## src/rtl/counter_seq_ctrl_pkg.sv

```systemverilog
// Shared encodings for the counter sequencer: command op codes and FSM state
// encodings. Imported by the sequencer RTL and by anything that drives or
// decodes its command/status ports (system control, testbench).
package counter_seq_ctrl_pkg;

    // icmd_op encodings
    localparam logic [1:0] OP_STOP     = 2'b00;
    localparam logic [1:0] OP_ONESHOT  = 2'b01;
    localparam logic [1:0] OP_PERIODIC = 2'b10;
    localparam logic [1:0] OP_PAUSE    = 2'b11;  // toggles RUN <-> PAUSED

    // ostate encodings; 2'b11 is unused and recovers to IDLE
    typedef enum logic [1:0] {
        ST_IDLE   = 2'b00,
        ST_RUN    = 2'b01,
        ST_PAUSED = 2'b10
    } state_t;

endpackage

```

## src/rtl/counter_seq_ctrl_core.sv

```systemverilog
// counter_core: WIDTH-bit up-counter datapath owned by counter_seq_ctrl.
// Ports:
//   iclk  - clock, rising edge
//   irst  - asynchronous active-high reset, clears the count
//   ien   - increment enable
//   iclr  - synchronous clear, takes priority over ien
//   ocnt  - registered count
module counter_core #(
    parameter int WIDTH = 4
) (
    input  logic             iclk,
    input  logic             irst,
    input  logic             ien,
    input  logic             iclr,
    output logic [WIDTH-1:0] ocnt
);

    always_ff @(posedge iclk or posedge irst) begin
        if (irst)
            ocnt <= '0;
        else if (iclr)
            ocnt <= '0;
        else if (ien)
            ocnt <= ocnt + 1'b1;
    end

endmodule

```

## src/rtl/counter_seq_ctrl.sv

```systemverilog
// counter_seq_ctrl: command-driven sequencer for the up-counter datapath.
// Accepts STOP / ONESHOT / PERIODIC / PAUSE_TOGGLE over a valid/ready
// handshake and runs the counter against a programmable terminal value.
// Ports:
//   iclk, irst    - clock (rising edge), async active-high reset
//   icmd_valid    - command present
//   ocmd_ready    - command accepted this cycle if valid; low for one cycle
//                   after every accepted command
//   icmd_op       - command op code (see counter_seq_ctrl_pkg)
//   icmd_period   - terminal value P, sampled with ONESHOT/PERIODIC
//   ocnt          - current count
//   otc           - one-cycle terminal-count pulse
//   obusy         - high in RUN or PAUSED
//   oerr          - one-cycle pulse when a command is rejected
//   ostate        - FSM state encoding
module counter_seq_ctrl
    import counter_seq_ctrl_pkg::*;
#(
    parameter int WIDTH = 4
) (
    input  logic             iclk,
    input  logic             irst,
    input  logic             icmd_valid,
    output logic             ocmd_ready,
    input  logic [1:0]       icmd_op,
    input  logic [WIDTH-1:0] icmd_period,
    output logic [WIDTH-1:0] ocnt,
    output logic             otc,
    output logic             obusy,
    output logic             oerr,
    output logic [1:0]       ostate
);

    state_t           state, state_nxt;
    logic [WIDTH-1:0] period_q;
    logic             periodic_q;

    logic accept, legal, tc_hit, cmd_taken;
    logic cnt_en, cnt_clr, tc_fire, err_fire, load;

    assign accept = icmd_valid & ocmd_ready;
    assign legal  = (state == ST_IDLE) || (state == ST_RUN) || (state == ST_PAUSED);
    // Period is never 0 and the count is cleared on every load, so the count
    // can only reach period_q from below; no overflow path exists.
    assign tc_hit = (state == ST_RUN) && (ocnt == period_q);

    always_comb begin
        state_nxt = state;
        cnt_en    = 1'b0;
        cnt_clr   = 1'b0;
        tc_fire   = 1'b0;
        err_fire  = 1'b0;
        load      = 1'b0;
        cmd_taken = 1'b0;

        if (!legal) begin
            state_nxt = ST_IDLE;
            cnt_clr   = 1'b1;
        end else begin
            if (accept) begin
                case (icmd_op)
                    OP_STOP: begin
                        state_nxt = ST_IDLE;
                        cnt_clr   = 1'b1;
                        cmd_taken = 1'b1;
                    end
                    OP_ONESHOT, OP_PERIODIC: begin
                        if (icmd_period == '0) begin
                            err_fire = 1'b1;
                        end else begin
                            state_nxt = ST_RUN;
                            cnt_clr   = 1'b1;
                            load      = 1'b1;
                            cmd_taken = 1'b1;
                        end
                    end
                    default: begin  // OP_PAUSE
                        case (state)
                            ST_RUN: begin
                                state_nxt = ST_PAUSED;
                                cmd_taken = 1'b1;
                            end
                            ST_PAUSED: begin
                                // count resumes on the following edge
                                state_nxt = ST_RUN;
                                cmd_taken = 1'b1;
                            end
                            default: err_fire = 1'b1;
                        endcase
                    end
                endcase
            end

            // A taken command owns this edge and suppresses the terminal
            // count; a rejected command has no effect, so counting proceeds.
            if (!cmd_taken && state == ST_RUN) begin
                if (tc_hit) begin
                    cnt_clr   = 1'b1;
                    tc_fire   = 1'b1;
                    state_nxt = periodic_q ? ST_RUN : ST_IDLE;
                end else begin
                    cnt_en = 1'b1;
                end
            end
        end
    end

    always_ff @(posedge iclk or posedge irst) begin
        if (irst) begin
            state      <= ST_IDLE;
            period_q   <= '0;
            periodic_q <= 1'b0;
            ocmd_ready <= 1'b0;
            otc        <= 1'b0;
            oerr       <= 1'b0;
            obusy      <= 1'b0;
        end else begin
            state      <= state_nxt;
            ocmd_ready <= !accept;
            otc        <= tc_fire;
            oerr       <= err_fire;
            obusy      <= (state_nxt == ST_RUN) || (state_nxt == ST_PAUSED);
            if (load) begin
                period_q   <= icmd_period;
                periodic_q <= (icmd_op == OP_PERIODIC);
            end
        end
    end

    assign ostate = state;

    counter_core #(.WIDTH(WIDTH)) u_core (
        .iclk (iclk),
        .irst (irst),
        .ien  (cnt_en),
        .iclr (cnt_clr),
        .ocnt (ocnt)
    );

endmodule

```

## config.mk

```make
export PLATFORM = sky130hd
export DESIGN_NAME = counter_seq_ctrl
export DESIGN_NICKNAME = d
export VERILOG_FILES = /design/src/rtl/counter_seq_ctrl_pkg.sv /design/src/rtl/counter_seq_ctrl_core.sv /design/src/rtl/counter_seq_ctrl.sv
export SDC_FILE = /design/constraint.sdc
export NUM_CORES = 1
export LEC_CHECK = 0
export ABC_AREA = 1
export ABC_CLOCK_PERIOD_IN_PS = 1700
export BUFFER_PORTS_ARGS = -buffer_cell sky130_fd_sc_hd__buf_2
export CAP_MARGIN = 20
export CORE_MARGIN = 5
export CORE_UTILIZATION = 48
export DETAILED_ROUTE_END_ITERATION = 7
export GPL_ROUTABILITY_DRIVEN = 1
export PLACE_DENSITY = 0.73
export SLEW_MARGIN = 10
export SYNTH_ARGS = -nofsm -noshare
export SYNTH_HDL_FRONTEND = slang
export SYNTH_SLANG_ARGS = --single-unit
```

## constraint.sdc

```tcl
create_clock -name iclk -period 1.7 [get_ports iclk]
set_clock_uncertainty 0.2 [all_clocks]
set_input_delay 0.34 -clock iclk [delete_from_list [all_inputs] [get_ports iclk]]
set_output_delay 0.34 -clock iclk [all_outputs]
set_load 0.02 [all_outputs]
```

# [Word-level counts from Yosys, hierarchy flattened]
# Index checks and enable logic that the tools add are counted.
[word_totals] input_bits=9 wordCells=64 out_inout_bits=10 register_bits=15
[classes] mux=34 n_bitwise=1 n_eq_ne=7 reduce_logical=13 n_addsub=1
[op_table] cell="1-bit two-way mux" count=22
[op_table] cell="2-bit two-way mux" count=5
[op_table] cell="4-bit two-way mux" count=2
[op_table] cell="2-bit one-hot mux with 2 select lines" count=2
[op_table] cell="2-bit by 1-bit equality test with 1-bit output (second input constant)" count=3
[op_table] cell="2-bit equality test (second input constant)" count=3
[op_table] cell="1-bit one-hot mux with 2 select lines" count=3
[op_table] cell="4-bit by 1-bit adder with 4-bit output (second input constant)" count=1
[op_table] cell="4-bit equality test" count=1
[op_table] cell="2-bit logical NOT" count=2
[op_table] cell="4-bit logical NOT" count=1
[op_table] cell="2-bit OR reduction" count=2
[op_table] cell="1-bit logical OR" count=3
[op_table] cell="1-bit logical AND" count=2
[op_table] cell="1-bit logical NOT" count=2
[op_table] cell="2-bit nonzero test" count=1
[op_table] cell="1-bit AND" count=1

# [Longest topological paths before layout]
# Gate-level depths: netlist of the first run.
[depth] ltp_word=12 ltp_mapped=13 depth_no_buf=13

# [By module]
# A second synthesis of the first run with hierarchy kept.
[unflattened] hier_cells=117 hier_area_um2=920.9
[by_module_without_submodules] mod="counter_seq_ctrl" instances=1 cells_each=93 area_per_inst_um2=726.9 seq_area_each_um2=275.3
[by_module_without_submodules] mod="counter_core" instances=1 cells_each=24 area_per_inst_um2=193.9 seq_area_each_um2=100.1

# [Worst setup path before layout of the first run]
# OpenSTA, ideal clock, no wires.
[synth_timing] path_kind="register to register" from="register state[0], in the netlist ostate[0]" to="register obusy" path_buffers=0 synth_period_minus_slack_ns=1.886 slack_ns=-0.186 setup_time_ns=0.117 arrival_time_ns=1.569 stages_incl_launch_ff=14 t_required_ns=1.383 path_cell_list="dfrtp_1 inv_1 ha_1 inv_2 nand2_2 nor2_4 nor2_8 inv_2 nor2_2 nand2_2 nand2_2 inv_2 nand2_1 nand2_1"
[synth_via] elab_chain_cells=12 elab_cells_between_ends=23 cone_classes="eq/ne (4); mux (11); reduce/logical (8)"
[synth_rtl] element="start: declaration" line="counter_seq_ctrl.sv:34" text="state_t state, state_nxt;"
[synth_rtl] element="start signal: assignment" line="counter_seq_ctrl.sv:118" text="state <= state_nxt;"
[synth_rtl] element="2-bit by 1-bit equality test with 1-bit output / 2-bit equality test (equally long branches)"
[synth_rtl] element="2-bit OR reduction (no source line)"
[synth_rtl] element="1-bit two-way mux" line="counter_seq_ctrl.sv:78" text="case (state)"
[synth_rtl] element="1-bit one-hot mux with 2 select lines" line="counter_seq_ctrl.sv:61" text="case (icmd_op)"
[synth_rtl] element="1-bit two-way mux" line="counter_seq_ctrl.sv:60" text="if (accept) begin"
[synth_rtl] element="1-bit two-way mux" line="counter_seq_ctrl.sv:56" text="if (!legal) begin"
[synth_rtl] element="1-bit logical NOT" line="counter_seq_ctrl.sv:96" text="if (!cmd_taken && state == ST_RUN) begin"
[synth_rtl] element="1-bit logical AND" line="counter_seq_ctrl.sv:96"
[synth_rtl] element="2-bit two-way mux" line="counter_seq_ctrl.sv:96"
[synth_rtl] element="2-bit two-way mux *" line="counter_seq_ctrl.sv:56"
[synth_rtl] element="named net state_nxt[1]" line="counter_seq_ctrl.sv:34"
[synth_rtl] element="2-bit by 1-bit equality test with 1-bit output / 2-bit equality test (equally long branches)" line="counter_seq_ctrl.sv:122" text="obusy <= (state_nxt == ST_RUN) || (state_nxt == ST_PAUSED);"
[synth_rtl] element="1-bit logical OR *" line="counter_seq_ctrl.sv:122"
[synth_rtl] element="end signal: assignment" line="counter_seq_ctrl.sv:122"
[synth_rtl] element="end: declaration" line="counter_seq_ctrl.sv:29" text="output logic obusy,"
# The timed path passes the listed nets; every way through them passes the cells marked *. The select of a mux whose other input is x is not followed.
# A chain may end at the register's enable or synchronous reset.

# [Worst setup path in the final report of the first run]
[layout_timing] from="register state[1], in the netlist ostate[1]" to="register obusy"
# Same word-level chain as after synthesis.

==> impl_metrics.tcl, run 1 <==
set metrics [dict create \
    fin_crit_ns 1.75 \
    cp.arrival_ns 1.73 \
    clkLatencyLatePin_ns 0.28 \
    violations "setup timing" \
    portBuffers 18 \
    clockBufferDepth 2 \
    setup_tns_ns -0.0535 \
    grt_pass1_wl_um 3750 \
    p_sw_uw 733 \
    vdd_drop_max_mv 0.664 \
    initial_utilization_pct 51.2 \
    die_h_um 56.0 \
    rsz0062_at_grt "yes" \
    drtAntennaViolNets 0 \
    grt_pass1_vias 891 \
    gp_congestion 0.840 \
    crit_type "reg -> reg" \
    drive_above_1_share_pct 43.8 \
    fin_ws_ns -0.0535 \
    wirelength_um 2180 \
    power.leakage_uw 0.000705 \
    rr_worst_depth 12 \
    cts_tree "done" \
    root_buffer "clkbuf_4" \
    avgSynthCellArea_um2 7.99 \
    finalSetupViolCount 1 \
    grt_max_degree 16 \
    drtPass1Iterations 4 \
    synth.distinct_cells 21 \
    h-tree-depth 1 \
    drv_cap 0 \
    hold_class "in -> reg" \
    io_pins 19 \
    via_count 905 \
    hold_ws_ns 0.117 \
    core-area_mm2 0.00198 \
    drtIter0Drc 4 \
    cts.sinks 15 \
    synth_fp_nets 143 \
    hold_depth 2 \
    yosysSeqAreaShare_pct 37.0 \
    overflow 0 \
    rows 16 \
    layout.nets 177 \
    p_clk_share_pct 12.7 \
    hold_viol_final 0 \
    die_w_um 56.0 \
    wl_per_cell_um 11.7 \
    synth_area_mm2 0.00101 \
    route.detailed.drc 0 \
    required_ns 1.68 \
    swShare_pct 45.1 \
    ys_seq_elements 15 \
    antenna_cells 0 \
    dp.final_hpwl_um 1760 \
    p_comb_share_pct 54.4 \
    status "finished, violations left" \
    seqPwrFrac_pct 32.9 \
    final_max_slew_viol_count 0 \
    grt_antenna_before_repair 0 \
    track_usage_pct 14.9 \
    fin_crit_sh_pct 103 \
    utilization_pct 66.4 \
    crit_path_max_fanout 3 \
    clk_pin_slew_ns 0.09 \
    intPower_uw 893 \
    worst_pin_slew_ns 0.565 \
    fmax_mhz 570 \
    crit_path_end_kind "flop" \
    power_density_mw_per_mm2 1240 \
    yosysWarnings 0 \
    area_growth_pct 29.6 \
    post_drt_via_cell_ratio 4.84 \
    startpoint_type "flop" \
    fp.dieArea_mm2 0.00313 \
    synthCells 127 \
    cts_buffers 3 \
    slew_headroom_pct 62.3 \
]
-- flip-flops by register name, indices dropped and copies added (netlist names) --
register,cells
oerr,1
obusy,1
u_core.ocnt,4
ostate,2
ocmd_ready,1
otc,1
period_q,4
periodic_q,1
-- placed cells by master, fill, tap and decap left out, types with 2 or more instances in the layout --
cell | Yosys | routed
nor2_1 | 7 | 7
clkbuf_4 | 0 | 3
o31ai_2 | 0 | 4
xor2_1 | 2 | 2
ha_1 | 7 | 5
buf_2 | 0 | 18
dfrtp_2 | 0 | 2
buf_4 | 0 | 9
nor2_4 | 2 | 4
nor2_2 | 8 | 6
nand2_1 | 28 | 28
nand3b_1 | 2 | 2
nand4_1 | 4 | 4
inv_2 | 7 | 8
nand2_2 | 7 | 6
inv_1 | 17 | 15
dfrtp_1 | 15 | 13
nand3_1 | 5 | 4
a21oi_1 | 6 | 6
nand3_2 | 1 | 2
-- power groups by stage --
stage               sequential, uW  combinational, uW  clock, uW
floorplan                      610                471          0
global placement               538                766          0
detailed placement             543                784          0
CTS                            535                841        214
global route                   549                973        224
finish                         535                885        206
-- area by class of cell --
cell class | count | area (um^2)
timing repair buffer | 29 | 179
inverter | 24 | 92.6
clock inverter | 1 | 5.00
fill | 159 | 667
sequential | 15 | 378
clock buffer | 3 | 22.5
tap | 27 | 33.8
multi-input combinational | 88 | 604
-- synth_stat cells (all sizes together) --
master	n	share of area, %
dfrtp	15	37
nand3b	2	1.5
ha	7	8.6
o21ai	1	0.49
nor2	18	12
nand4	4	2.5
xor2	2	1.7
a21oi	6	3.0
a21boi	1	0.74
o31ai	4	3.0
nand2	35	15
nand3	7	5.2
inv	24	8.9
mux2	1	1.1
-- metrics by stage --
step | area, um^2 | setup WS [ns] | instances | total power [uW]
final | 1320 | -0.0535 | 187 | 1630
after global routing | 1320 | -0.137 | 187 | 1750
after CTS | 1300 | -0.0280 | 187 | 1590
after detailed placement | 1220 | -0.0896 | 181 | 1330
after global placement | 1220 | -0.0727 | 181 | 1300
after floorplan | 1030 | -0.0782 | 127 | 1080
-- layer usage --
layer / part of all wire, % / up-vias / global-route usage (%)
li1: - / 467 / -
met1: 43 / 422 / 17.1
met2: 53 / 14 / 26.9
met3: 3.9 / 2 / 3.02
met4: 0.60 / 0 / 5.42
met5: 0 / - / 0
-- worst max-delay path: stages (launching register included) --
cell,delay [ns]
dfrtp_2,0.45
ha_4,0.30
inv_4,0.04
nand2_4,0.05
nor2_4,0.05
nor2_8,0.14
inv_2,0.06
nor2_4,0.09
nand2_2,0.06
nand2_2,0.09
inv_2,0.04
nand2_1,0.05
nand2_1,0.04
-- kinds of logic (layout without fill, tap and decap cells) --
kind of cell,after synthesis,in the layout,synth area share [%]
and+or+nand+nor,66,66,35.5
muxes,1,1,1.11
AOI/OAI and AO/OA,12,12,7.15
buffers and inverters,24,57,8.88
adders and majority gates,7,7,8.63
DFF,15,15,37.0
xor gates and xnor gates,2,2,1.73
-- worst paths after layout --
check,start,to,slack [ns]
min,icmd_valid,ocmd_ready,0.12
min reg2reg,ocmd_ready,ocmd_ready,0.34
max in group asynchronous,irst,ostate[1],0.45
max,ostate[1],obusy,-0.05
min in group asynchronous,irst,period_q[2],0.44
max reg2reg,ostate[1],obusy,-0.05
-- repair_timing --
action	CTS	global route
pin swaps	2	7
hold endpoints to repair	15	0
setup endpoints to repair	10	11
hold buffers	1	0
gates resized for setup	8	5
setup buffers	1	0
Power figures use the tool's default switching activity.
==> run 2, diff against run 1 <==
Settings changed: CORE_UTILIZATION 48 to 51, CTS_BUF_LIST set to sky130_fd_sc_hd__clkbuf_8, PLACE_DENSITY 0.73 to 0.77.
==> run 2 against run 1 <==
Effect of this change: the flow still finishes with violations (setup timing); sequential share of layout area decreased by 0.14 points; die area decreased by 4.9%; non-clock buffer count increased by 1; design area increased by 0.48%; critical endpoint unchanged; largest power group unchanged; highest routed layer unchanged.
==> impl_metrics.tcl, run 2 (synthesis results as in run 1) <==
set metrics [dict create \
    crit_chain "ha_4 -> inv_2 -> nand2_2 -> nor2_4 -> nand2_2 -> nand2_1 -> inv_1 -> nor2_2 -> nand2_2 -> nand3_1 -> nand2_1" \
    fin_crit_sh_pct 101 \
    worstHoldStart "icmd_valid" \
    drtAntennaViolNets 0 \
    setup_tns_ns -0.0272 \
    crit_path_max_fanout 3 \
    rsz0062_at_grt "yes" \
    h-tree-depth 1 \
    grt_max_degree 16 \
    grt_pass1_vias 912 \
    crit_buf_inv 2 \
    rows 16 \
    portBuffers 18 \
    critPathTopFamily "simple AND/OR/NAND/NOR gates" \
    hold_ws_ns 0.147 \
    root_buffer "clkbuf_8" \
    holdPathEnd "ocmd_ready" \
    layout_common_cells "28 x nand2_1, 18 x buf_2, 16 x inv_1, 13 x dfrtp_1, 10 x buf_4" \
    track_usage_pct 18.4 \
    wl_per_cell_um 12.0 \
    clk_pin_slew_ns 0.06 \
    worst_pin_slew_ns 0.568 \
    dp.final_hpwl_um 1750 \
    status "finished, violations left" \
    slew_headroom_pct 62.1 \
    power_density_mw_per_mm2 1290 \
    die_w_um 54.6 \
    fin_crit_ns 1.72 \
    cp_slowest_stage_delay_ns 0.44 \
    cp.arrival_ns 1.66 \
    clkLatencyLatePin_ns 0.25 \
    core-area_mm2 0.00192 \
    crit_path_end_kind "flop" \
    path_common_cell "nand2_2" \
    post_drt_via_cell_ratio 4.94 \
    vdd_drop_max_mv 0.646 \
    overflow 0 \
    area_growth_pct 30.2 \
    layout.nets 178 \
    grt_antenna_before_repair 0 \
    io_pins 19 \
    crit_slowest_cell "dfrtp_2" \
    r2r-start "ostate[1]" \
    rr_worst_depth 11 \
    nFillCells 163 \
    fin_ws_ns -0.0168 \
    initial_utilization_pct 52.8 \
    cts.sinks 15 \
    fmax_mhz 582 \
    antenna_cells 0 \
    multiInputGateArea_um2 579 \
    seqCellArea_um2 378 \
    drive_above_1_share_pct 41.0 \
    drtIter0Drc 23 \
    fp.dieArea_mm2 0.00298 \
    gp_congestion 0.852 \
    hold_class "in -> reg" \
    power.leakage_uw 0.000705 \
    cts_tree "done" \
    grt_pass1_wl_um 3820 \
    violations "setup timing" \
    crit_type "reg -> reg" \
    r2r_end "obusy" \
    wirelength_um 2260 \
    required_ns 1.65 \
    regToRegSetupSlack_ns -0.02 \
    hold_viol_final 0 \
    clockBufferDepth 2 \
    final_common_cell "nand2_1" \
    startpoint_type "flop" \
    hold_depth 2 \
    die_h_um 54.6 \
    drv_cap 0 \
    route.detailed.drc 0 \
    finalSetupViolCount 3 \
    drtPass1Iterations 4 \
    cts_buffers 3 \
    total_power_uw 1700 \
    final_max_slew_viol_count 0 \
    via_count 928 \
]
==> run 2: cell types whose count changed in the layout (fill, tap and decap cells not counted), moves of 3 or more <==
cell      change
clkbuf_4      -3
clkbuf_8      +3
o31ai_1       +3
o31ai_2       -3
==> run 2: per-layer routing <==
metal  vias up  part of all wire (%)  global-route usage (%)  routed length, um
met5         -                     0                       0                  0
met4         0                   4.2                    12.4                 95
met3         9                   4.3                    2.45                 96
met2        31                    49                    28.9               1110
met1       420                    42                    23.1                951
li1        468                     -                       -                  -
==> run 2: what timing repair did <==
| item | CTS | global route |
|---|---|---|
| hold buffers | 1 | 0 |
| buffers inserted | 0 | 0 |
| pin swaps | 3 | 3 |
| resized for setup | 4 | 2 |
| hold endpoints to repair | 15 | 0 |
| setup endpoints to repair | 10 | 11 |
==> run 2: area by class of cell <==
cell class                 count  share of cell area (%)
inverter                      24                    6.82
sequential                    15                    28.6
clock buffer                   3                    3.12
timing repair buffer          30                    14.8
tap                           27                    2.56
multi-input combinational     88                    43.8
clock inverter                 1                   0.284
==> run 2: power by group <==
| group | leakage [uW] | switching, uW | internal (uW) | total, uW |
|---|---|---|---|---|
| Combinational | 0.000495 | 516 | 354 | 870 |
| Clock | 0.0000269 | 130 | 160 | 290 |
| Sequential | 0.000183 | 88.9 | 451 | 540 |
==> run 2: worst reg2reg max path: stages (launching register included) <==
cell     delay [ns]
dfrtp_2        0.44
ha_4           0.25
inv_2          0.06
nand2_2        0.06
nor2_4         0.16
nand2_2        0.06
nand2_1        0.05
inv_1          0.04
nor2_2         0.10
nand2_2        0.06
nand3_1        0.08
nand2_1        0.05
==> run 2: stage by stage <==
step | util, % | worst slack, ns | instances | cell area (um^2)
global route | 68.8 | -0.108 | 188 | 1320
finish | 68.8 | -0.0168 | 188 | 1320
floorplan | - | -0.0782 | 127 | 1030
detailed placement | 65.0 | -0.0846 | 183 | 1250
CTS | 68.5 | -0.0193 | 188 | 1320
global placement | 65.0 | -0.0717 | 183 | 1250
==> run 2: worst max-delay path by stage <==
stage,end,from,cells past startpoint
finish,obusy,ostate[1],11
global route,obusy,ostate[1],12
CTS,u_core.ocnt[1],ostate[1],9
detailed placement,u_core.ocnt[1],icmd_op[1],7
global placement,obusy,icmd_op[0],12
floorplan,obusy,ostate[0],13
